<file path="src/rtl/instr_fetch_pkg.sv">
// rtl/instr_fetch_pkg.sv - shared encodings and constants for the instruction fetch stage
package instr_fetch_pkg;

  typedef enum logic [1:0] {
    S_BOOT = 2'd0,
    S_REQ  = 2'd1,
    S_KILL = 2'd2,
    S_WAIT = 2'd3
  } fetch_state_e;

  localparam logic [5:0] OP_RTYPE = 6'b000000;
  localparam logic [5:0] OP_J     = 6'b000010;
  localparam logic [5:0] OP_BEQ   = 6'b000100;

  localparam logic [31:0] BUBBLE_WORD = 32'h0000_0000;

  localparam int IMM16_MSB    = 15;
  localparam int TARGET26_MSB = 25;

endpackage

</file>
<file path="src/rtl/instr_fetch_target.sv">
// rtl/instr_fetch_target.sv - branch and jump target computation from the IF/ID instruction and its PC+4
module instr_fetch_target
  import instr_fetch_pkg::*;
(
  input  logic [TARGET26_MSB:0] instr_field_i,
  input  logic [31:0]           pc4_i,
  output logic [31:0]           branch_target_o,
  output logic [31:0]           jump_target_o
);

  logic [IMM16_MSB:0] imm;

  assign imm = instr_field_i[IMM16_MSB:0];

  // Word offset, sign-extended; the add wraps at 32 bits.
  assign branch_target_o = pc4_i + {{14{imm[IMM16_MSB]}}, imm, 2'b00};
  assign jump_target_o   = {pc4_i[31:28], instr_field_i, 2'b00};

endmodule

</file>
<file path="src/rtl/instr_fetch.sv">
// rtl/instr_fetch.sv - PC, imem req/ack FSM, one-entry skid and IF/ID register
// Define IF_DELAY_SLOT_EN to keep the word fetched behind a redirect (delay slot) instead of flushing it.
module instr_fetch
  import instr_fetch_pkg::*;
#(
  parameter logic [31:0] RESET_PC = 32'h0000_0000,
  parameter logic [31:0] BUBBLE   = BUBBLE_WORD
) (
  input  logic        clk_i,
  input  logic        rst_i,
  output logic        imem_req_o,
  output logic [31:0] imem_addr_o,
  input  logic        imem_ack_i,
  input  logic [31:0] imem_data_i,
  input  logic        stall_i,
  input  logic        branch_i,
  input  logic        jump_i,
  output logic        ifid_valid_o,
  output logic [31:0] ifid_instr_o,
  output logic [31:0] ifid_pc4_o,
  output logic [31:0] pc_o
);

  fetch_state_e state_q;
  logic [31:0]  pc_q, kill_addr_q, skid_instr_q, skid_pc4_q;
  logic [31:0]  ifid_instr_q, ifid_pc4_q;
  logic         ifid_valid_q;

  logic         redirect, req;
  logic [31:0]  addr, pc_plus4, branch_target, jump_target, target;

  instr_fetch_target u_target (
    .instr_field_i   (ifid_instr_q[TARGET26_MSB:0]),
    .pc4_i           (ifid_pc4_q),
    .branch_target_o (branch_target),
    .jump_target_o   (jump_target)
  );

  assign redirect = (branch_i | jump_i) & ifid_valid_q;
  assign target   = jump_i ? jump_target : branch_target;
  assign req      = (state_q == S_REQ) || (state_q == S_KILL);
  // The killed request keeps its original address until memory answers it.
  assign addr     = (state_q == S_KILL) ? kill_addr_q : pc_q;
  assign pc_plus4 = pc_q + 32'd4;

  always_ff @(posedge clk_i or posedge rst_i) begin
    if (rst_i) begin
      state_q      <= S_BOOT;
      pc_q         <= RESET_PC;
      kill_addr_q  <= RESET_PC;
      skid_instr_q <= BUBBLE;
      skid_pc4_q   <= '0;
      ifid_valid_q <= 1'b0;
      ifid_instr_q <= BUBBLE;
      ifid_pc4_q   <= '0;
    end else if (redirect) begin
      pc_q <= target;
`ifdef IF_DELAY_SLOT_EN
      if (state_q == S_REQ && imem_ack_i) begin
        ifid_valid_q <= 1'b1;
        ifid_instr_q <= imem_data_i;
        ifid_pc4_q   <= pc_plus4;
        state_q      <= S_REQ;
      end else if (state_q == S_WAIT) begin
        ifid_valid_q <= 1'b1;
        ifid_instr_q <= skid_instr_q;
        ifid_pc4_q   <= skid_pc4_q;
        state_q      <= S_REQ;
      end else begin
        ifid_valid_q <= 1'b0;
        ifid_instr_q <= BUBBLE;
        if (req) begin
          kill_addr_q <= addr;
          state_q     <= S_KILL;
        end else begin
          state_q <= S_REQ;
        end
      end
`else
      ifid_valid_q <= 1'b0;
      ifid_instr_q <= BUBBLE;
      if (req && !imem_ack_i) begin
        kill_addr_q <= addr;
        state_q     <= S_KILL;
      end else begin
        state_q <= S_REQ;
      end
`endif
    end else begin
      case (state_q)
        S_BOOT: begin
          state_q <= S_REQ;
          if (!stall_i) begin
            ifid_valid_q <= 1'b0;
            ifid_instr_q <= BUBBLE;
          end
        end
        S_REQ: begin
          if (imem_ack_i) begin
            pc_q <= pc_plus4;
            if (stall_i) begin
              skid_instr_q <= imem_data_i;
              skid_pc4_q   <= pc_plus4;
              state_q      <= S_WAIT;
            end else begin
              ifid_valid_q <= 1'b1;
              ifid_instr_q <= imem_data_i;
              ifid_pc4_q   <= pc_plus4;
            end
          end else if (!stall_i) begin
            ifid_valid_q <= 1'b0;
            ifid_instr_q <= BUBBLE;
          end
        end
        S_KILL: begin
`ifdef IF_DELAY_SLOT_EN
          // The PC already holds the target; the delay-slot word carries its own PC+4.
          if (imem_ack_i) begin
            if (stall_i) begin
              skid_instr_q <= imem_data_i;
              skid_pc4_q   <= kill_addr_q + 32'd4;
              state_q      <= S_WAIT;
            end else begin
              ifid_valid_q <= 1'b1;
              ifid_instr_q <= imem_data_i;
              ifid_pc4_q   <= kill_addr_q + 32'd4;
              state_q      <= S_REQ;
            end
          end else if (!stall_i) begin
            ifid_valid_q <= 1'b0;
            ifid_instr_q <= BUBBLE;
          end
`else
          if (imem_ack_i) begin
            state_q <= S_REQ;
          end
          if (!stall_i) begin
            ifid_valid_q <= 1'b0;
            ifid_instr_q <= BUBBLE;
          end
`endif
        end
        S_WAIT: begin
          if (!stall_i) begin
            ifid_valid_q <= 1'b1;
            ifid_instr_q <= skid_instr_q;
            ifid_pc4_q   <= skid_pc4_q;
            state_q      <= S_REQ;
          end
        end
        default: state_q <= S_BOOT;
      endcase
    end
  end

  assign imem_req_o   = req;
  assign imem_addr_o  = addr;
  assign ifid_valid_o = ifid_valid_q;
  assign ifid_instr_o = ifid_instr_q;
  assign ifid_pc4_o   = ifid_pc4_q;
  assign pc_o         = pc_q;

endmodule

</file>
<file path="config.mk">
export PLATFORM = sky130hd
export DESIGN_NAME = instr_fetch
export DESIGN_NICKNAME = d
export VERILOG_FILES = /design/src/rtl/instr_fetch_pkg.sv /design/src/rtl/instr_fetch_target.sv /design/src/rtl/instr_fetch.sv
export SDC_FILE = /design/constraint.sdc
export NUM_CORES = 1
export LEC_CHECK = 0
export CELL_PAD_IN_SITES_DETAIL_PLACEMENT = 1
export CELL_PAD_IN_SITES_GLOBAL_PLACEMENT = 2
export CORE_ASPECT_RATIO = 1.1
export CORE_MARGIN = 4
export CORE_UTILIZATION = 34
export CTS_CLUSTER_DIAMETER = 80
export DETAILED_ROUTE_END_ITERATION = 10
export PLACE_DENSITY_LB_ADDON = 0.1
export RECOVER_POWER = 100
export SLEW_MARGIN = 25
export SYNTH_ARGS = -nofsm -noshare
export SYNTH_HDL_FRONTEND = slang
export SYNTH_SLANG_ARGS = --single-unit
</file>
<file path="constraint.sdc">
create_clock -name clk_i -period 8.5 [get_ports clk_i]
set_clock_uncertainty 0.05 [all_clocks]
set_input_delay 1.7 -clock clk_i [delete_from_list [all_inputs] [get_ports clk_i]]
set_output_delay 1.7 -clock clk_i [all_outputs]
set_load 0.01 [all_outputs]
</file>
==> results of run 1 <==
cells in the final DEF (no fill, tap or decap), drive strengths merged, types with 14 or more instances in the layout:
cell and instances:
o21ai 124, clkdlybuf4s50 57, ha 34, xor2 38
clkbuf 25, xnor2 36, mux2 102, a21oi 81
inv 17, dfrtp 195, nor2 90, a21o 14
nand2 149, nand3 23, dlygate4sd3 110, a22oi 35
synth_stat cells (all sizes together), types with 6 or more instances:
cell type	count	share of area, %
dfrtp	195	45
nand2	149	5.2
o21ai	124	5.7
mux2	102	11
nor2	90	3.1
a21oi	81	3.8
clkbuf	59	2.0
xor2	38	3.1
xnor2	36	2.9
a22oi	35	2.4
ha	34	3.9
nand3	23	1.1
buf	17	0.96
inv	15	0.52
a21o	14	0.97
a211oi	13	0.90
mux2i	13	1.2
nand4	13	0.95
nor3	7	0.47
a31oi	6	0.35
flip-flops by register name (all words and copies together), names as in the netlist:
| signal | cells |
|---|---|
| ifid_instr_o | 32 |
| kill_addr_q | 32 |
| ifid_valid_o | 1 |
| skid_pc4_q | 32 |
| state_q | 2 |
| ifid_pc4_o | 32 |
| skid_instr_q | 32 |
| pc_o | 32 |
cell families (layout without fill, tap and decap cells):
| family | count (synthesis) | after routing |
|---|---|---|
| AOI/OAI and AO/OA | 304 | 304 |
| xor gates and xnor gates | 74 | 74 |
| adders and majority gates | 35 | 35 |
| buffers and inverters | 91 | 226 |
| DFF | 195 | 195 |
| muxes | 115 | 115 |
| and+or+nand+nor | 313 | 313 |
cell type report:
type / count / share of cell area, %
inverter: 15 / 0.4270
tap: 420 / 3.899
clock buffer: 19 / 3.212
sequential: 195 / 36.21
timing repair buffer: 180 / 13.14
multi-input combinational: 841 / 41.44
clock inverter: 12 / 1.680
tightest hold or removal path, cell delays in order (launching register included):
cell	delay [ns]
dfrtp_1	0.34
nand2_1	0.05
o21ai_0	0.06
power groups by stage:
stage          Sequential, uW  Clock [uW]  Combinational [uW]
6_report                 1760         937                2470
5_1_grt                  1820         997                2760
4_1_cts                  1770         964                2620
3_5_place_dp             1790           0                2610
3_3_place_gp             1780           0                2560
2_1_floorplan            1660           0                1570
worst paths after layout:
| check | start | end | slack (ns) | cells past startpoint |
|---|---|---|---|---|
| setup / recovery | jump_i | pc_o[21]$_DFFE_PP0P_ | 2.38 | 6 |
| hold / removal | ifid_instr_o[29]$_DFFE_PP0P_ | ifid_instr_o[29]$_DFFE_PP0P_ | 0.43 | 2 |
| setup reg to reg | state_q[0]$_DFFE_PP0P_ | ifid_instr_o[0]$_DFFE_PP0P_ | 4.34 | 7 |
| hold reg to reg | ifid_instr_o[29]$_DFFE_PP0P_ | ifid_instr_o[29]$_DFFE_PP0P_ | 0.43 | 2 |
| max in group asynchronous | rst_i | ifid_instr_o[16]$_DFFE_PP0P_ | 4.56 | 4 |
| min in group asynchronous | rst_i | kill_addr_q[3]$_DFFE_PP0P_ | 2.06 | 2 |
per-stage QoR:
stage          setup WS (ns)  total power [uW]
3_3_place_gp           3.539              4332
6_report               2.376              5167
3_5_place_dp           3.552              4396
2_1_floorplan          1.438              3232
5_1_grt                1.964              5574
4_1_cts                4.037              5359
layer usage:
metal / vias up / GRT usage, % / routed length, um
li1: 4228 / - / -
met1: 4427 / 28.56 / 16440
met2: 154 / 32.80 / 16570
met3: 24 / 4.337 / 1403
met4: 0 / 3.954 / 327
met5: - / 0 / 0
==> flow_metrics.env, run 1 <==
export IMPL_status="finished with violations"
export IMPL_violations="capacitance limit, slew limit"
export IMPL_htreeDepth=4
export IMPL_synth_ff_type="dfrtp_1"
export IMPL_p_int_uw=3004
export IMPL_fin_crit_sh_pct=72.05
export IMPL_syn_area_um2=10810
export IMPL_fillCellCount=3546
export IMPL_final_net_count=1323
export IMPL_tightest_slew_ns=2.192
export IMPL_hpwl_um=24600
export IMPL_core_area_um2=31400
export IMPL_vdd_ir_drop_worst_uv=199.6
export IMPL_p_sw_share_pct=41.86
export IMPL_path_cells="dlygate4sd3_1, clkbuf_1, o21ai_0, clkbuf_1, nor2_1, a221oi_1"
export IMPL_clockBufferDepth=2
export IMPL_finalCoreUtilization_pct=42.93
export IMPL_combPwrFrac_pct=47.9
export IMPL_cts_buffers=17
export IMPL_antenna_found_initial=0
export IMPL_synth_top_family_by_area="compound AO/OA/AOI/OAI gates"
export IMPL_min_period_ns=6.124
export IMPL_die_w_um=178.0
export IMPL_critPathBufInv=3
export IMPL_cts_root_buf="clkbuf_16"
export IMPL_dpl_instance_area_um2=12850
export IMPL_drt_wl_total_um=34740
export IMPL_cp_required_ns=8.79
export IMPL_finalSetupViolations=0
export IMPL_cts_sinks=195
export IMPL_fin_tns_setup_ns=0
export IMPL_drc=0
export IMPL_finalHoldViolations=0
export IMPL_numPortBuffers=167
export IMPL_hold_path_class="reg -> reg"
export IMPL_die_y_um=195.0
export IMPL_clk_pin_slew_ns=0.08
export IMPL_synth_area_per_cell_um2=9.589
export IMPL_final_area_um2=13480
export IMPL_power_density_nw_per_um2=383.4
export IMPL_start_util_pct=34.42
export IMPL_cp_common_cell="clkbuf_1"
export IMPL_post_cts_buffers=0
export IMPL_share_seq_of_total_power_pct=34.0
export IMPL_critPathTopFamily="buffers and inverters"
export IMPL_syn_nets=1200
export IMPL_crit_arrival_ns=6.41
export IMPL_dr_first_iter_drc_count=342
export IMPL_std_cell_rows=68
export IMPL_critPathKind="in -> reg"
export IMPL_ant_nets=0
export IMPL_via_per_inst=5.251
export IMPL_max_freq_ghz=0.1633
export IMPL_grt_pass1_vias=9152
export IMPL_synth_adder_area_share_pct=4.122
export IMPL_relSlewSlack_pct=-46.15
export IMPL_synth_compound_area_share_pct=16.41
export IMPL_p_leak_uw=0.005802
export IMPL_grt_max_degree=126
export IMPL_cts_hold_buf=0
export IMPL_synth_cell_types=61
export IMPL_grt_pass1_wl_um=55350
export IMPL_seq_area_um2=4880
export IMPL_synthArstFlopShare_pct=100.0
export IMPL_synthXorXnorAreaFrac_pct=5.997
export IMPL_layout_drive_gt1_share_pct=10.70
export IMPL_slew_violations=194
export IMPL_start_kind="primary input"
export IMPL_cts_repair_resize_count=0
export IMPL_rsz0062_at_grt="no"
export IMPL_ys_seq_area_share_pct=45.15
export IMPL_synth_edf_count=0
export IMPL_post_drt_wl_per_cell_um=20.66
export IMPL_syn_to_final_growth_pct=24.72
export IMPL_synth_yosys_warnings=0
export IMPL_via_count=8833
export IMPL_place_inst=1650
export IMPL_grtUsageTotal_pct=20.39
export IMPL_multi_input_area_um2=5585
export IMPL_critPathCaptureType="register"
export IMPL_synth_mux_area_share_pct=11.83
export IMPL_layoutNonFillerInstCount=1682
export IMPL_num_antenna_cells=0
export IMPL_p_clk_share_pct=18.1
export IMPL_ioPinCount=168
export IMPL_yosys_area_share_simple_pct=12.96
export IMPL_hold_slack_ns=0.4300
export IMPL_path_max_fanout=34
export IMPL_crit_path_top_delay_cell="o21ai_0"
export IMPL_clk_latency_ns=0.45
export IMPL_die_area_um2=34700
export IMPL_slowest_delay_ns=1.39
export IMPL_dr_pass1_iters=4
export IMPL_cts_tree="yes"
export IMPL_grt_overflow=0
export IMPL_gp_congestion=0.7783
export IMPL_syn_instance_count=1127
export IMPL_maxCapViolCount=6
export IMPL_power_switching_uw=2163
export IMPL_synth_seq_cells=195
Note: power is estimated with default switching activity, not from simulation.
==> run 2: changes to the inputs <==
- CORE_UTILIZATION: 34 -> 31
- clock period: 8.5 -> 5.55 ns (I/O delays scaled with it)
==> flow_metrics.env, run 2 (synthesis gave the netlist of run 1 again) <==
export IMPL_status="finished with violations"
export IMPL_violations="capacitance limit, slew limit"
export IMPL_hpwl_um=25570
export IMPL_die_y_um=203.8
export IMPL_reg2reg_from="ifid_instr_o[15]$_DFFE_PP0P_"
export IMPL_hold_depth=2
export IMPL_hold_path_class="reg -> reg"
export IMPL_ant_nets=0
export IMPL_layoutNonFillerInstCount=1703
export IMPL_p_leak_uw=0.005784
export IMPL_cts_repair_resize_count=0
export IMPL_path_max_fanout=36
export IMPL_dr_pass1_iters=4
export IMPL_num_antenna_cells=0
export IMPL_crit_arrival_ns=4.59
export IMPL_die_w_um=186.0
export IMPL_gp_congestion=0.8036
export IMPL_grtUsageTotal_pct=19.43
export IMPL_worst_r2r_path_depth=10
export IMPL_core_area_um2=34290
export IMPL_max_freq_ghz=0.2307
export IMPL_final_net_count=1325
export IMPL_clockBufferDepth=2
export IMPL_fin_crit_sh_pct=78.11
export IMPL_cts_root_buf="clkbuf_16"
export IMPL_die_area_um2=37910
export IMPL_maxCapViolCount=5
export IMPL_relSlewSlack_pct=-88.85
export IMPL_grt_pass1_wl_um=57260
export IMPL_power_density_nw_per_um2=578.3
export IMPL_syn_to_final_growth_pct=24.27
export IMPL_drc=0
export IMPL_slew_violations=189
export IMPL_numPortBuffers=167
export IMPL_grt_pass1_vias=9379
export IMPL_rsz0062_at_grt="no"
export IMPL_layout_drive_gt1_share_pct=11.70
export IMPL_final_cell_mix="195 x dfrtp_1, 149 x nand2_1, 122 x o21ai_0"
export IMPL_htreeDepth=4
export IMPL_finalHoldViolations=0
export IMPL_cts_hold_buf=0
export IMPL_via_count=8756
export IMPL_start_kind="primary input"
export IMPL_via_per_inst=5.142
export IMPL_dr_first_iter_drc_count=317
export IMPL_post_drt_wl_per_cell_um=20.99
export IMPL_min_period_ns=4.335
export IMPL_clk_latency_ns=0.44
export IMPL_cts_tree="yes"
export IMPL_cts_sinks=195
export IMPL_clk_pin_slew_ns=0.07
export IMPL_finalSetupViolations=0
export IMPL_std_cell_rows=71
export IMPL_fin_tns_setup_ns=0
export IMPL_vdd_ir_drop_worst_uv=241.3
export IMPL_cts_buffers=17
export IMPL_ioPinCount=168
export IMPL_worstHoldStart="skid_pc4_q[14]$_DFFE_PP0P_"
export IMPL_cp_required_ns=5.81
export IMPL_start_util_pct=31.51
export IMPL_place_inst=1671
export IMPL_tightest_slew_ns=2.833
export IMPL_reg2reg_slack_ns=1.93
export IMPL_post_cts_buffers=0
export IMPL_critPathKind="in -> reg"
export IMPL_min_to="skid_pc4_q[14]$_DFFE_PP0P_"
export IMPL_critPathCaptureType="register"
export IMPL_drt_wl_total_um=35740
export IMPL_grt_overflow=0
export IMPL_final_common_cell="dfrtp_1"
export IMPL_antenna_found_initial=2
export IMPL_rr_endpoint="pc_o[27]$_DFFE_PP0P_"
export IMPL_grt_max_degree=145
-- run 2: cell types whose count changed in the layout (fill, tap and decap cells not counted), moves of 3 or more --
cell	change
mux2_2	+9
clkinv_4	+3
bufinv_16	-5
mux2_1	-9
clkdlybuf4s50_1	-9
buf_4	+3
dlygate4sd3_1	+9
-- run 2: per-layer routing --
metal | part of all wire, % | vias to the layer above | global-route usage (%)
met4 | 1.0 | 4 | 3.540
met1 | 47 | 4382 | 26.49
met5 | 0.081 | - | 0
li1 | - | 4215 | -
met2 | 48 | 129 | 32.12
met3 | 4.1 | 26 | 4.272
-- run 2: through the flow --
| stage | cell area (um^2) | setup WS [ns] | hold WS (ns) | total power (uW) | util (%) |
|---|---|---|---|---|---|
| floorplan | 10810 | 1.872 | 0.4001 | 4951 | - |
| global placement | 12900 | 1.824 | 0.4106 | 6697 | 37.62 |
| detailed placement | 12910 | 1.756 | 0.4212 | 6776 | 37.65 |
| CTS | 13490 | 1.813 | 0.4382 | 8080 | 39.34 |
| global route | 13430 | 0.9271 | 0.4679 | 8448 | 39.16 |
| finish | 13430 | 1.215 | 0.4325 | 7766 | 39.16 |
-- run 2: layout make-up --
class | instances | area [um^2]
fill | 3907 | 20860
inverter | 15 | 57.56
clock inverter | 12 | 123.9
clock buffer | 20 | 456.7
tap | 438 | 548.0
sequential | 195 | 4880
multi-input combinational | 841 | 5573
timing repair buffer | 182 | 1790
-- run 2: where the power goes --
part	switching, uW	leakage (uW)	internal (uW)	total [uW]
logic	2090	0.00307	1730	3830
clock network	606	0.000277	655	1260
registers	650	0.00244	2030	2680
total	3350	0.00578	4420	7770
-- run 2: worst max-delay path by stage --
stage                                 startpoint                           to  slack, ns  depth (start not counted)
final                                     jump_i   ifid_pc4_o[17]$_DFFE_PP0P_       1.21                          7
after global placement                    jump_i   ifid_pc4_o[16]$_DFFE_PP0P_       1.82                          7
after CTS                 state_q[0]$_DFFE_PP0P_              imem_addr_o[24]       1.81                          4
after detailed placement                  jump_i   ifid_pc4_o[17]$_DFFE_PP0P_       1.76                          7
after floorplan                            rst_i  ifid_instr_o[0]$_DFFE_PP0P_       1.87                          1
after global routing                      jump_i   ifid_pc4_o[10]$_DFFE_PP0P_       0.93                          7
-- run 2: worst max-delay path, stage by stage --
cell	delay, ns
dlygate4sd3_1	0.80
nor2_1	0.08
nor2_1	0.18
nor2_1	0.12
o21bai_1	1.54
buf_4	0.56
o21ai_0	0.17
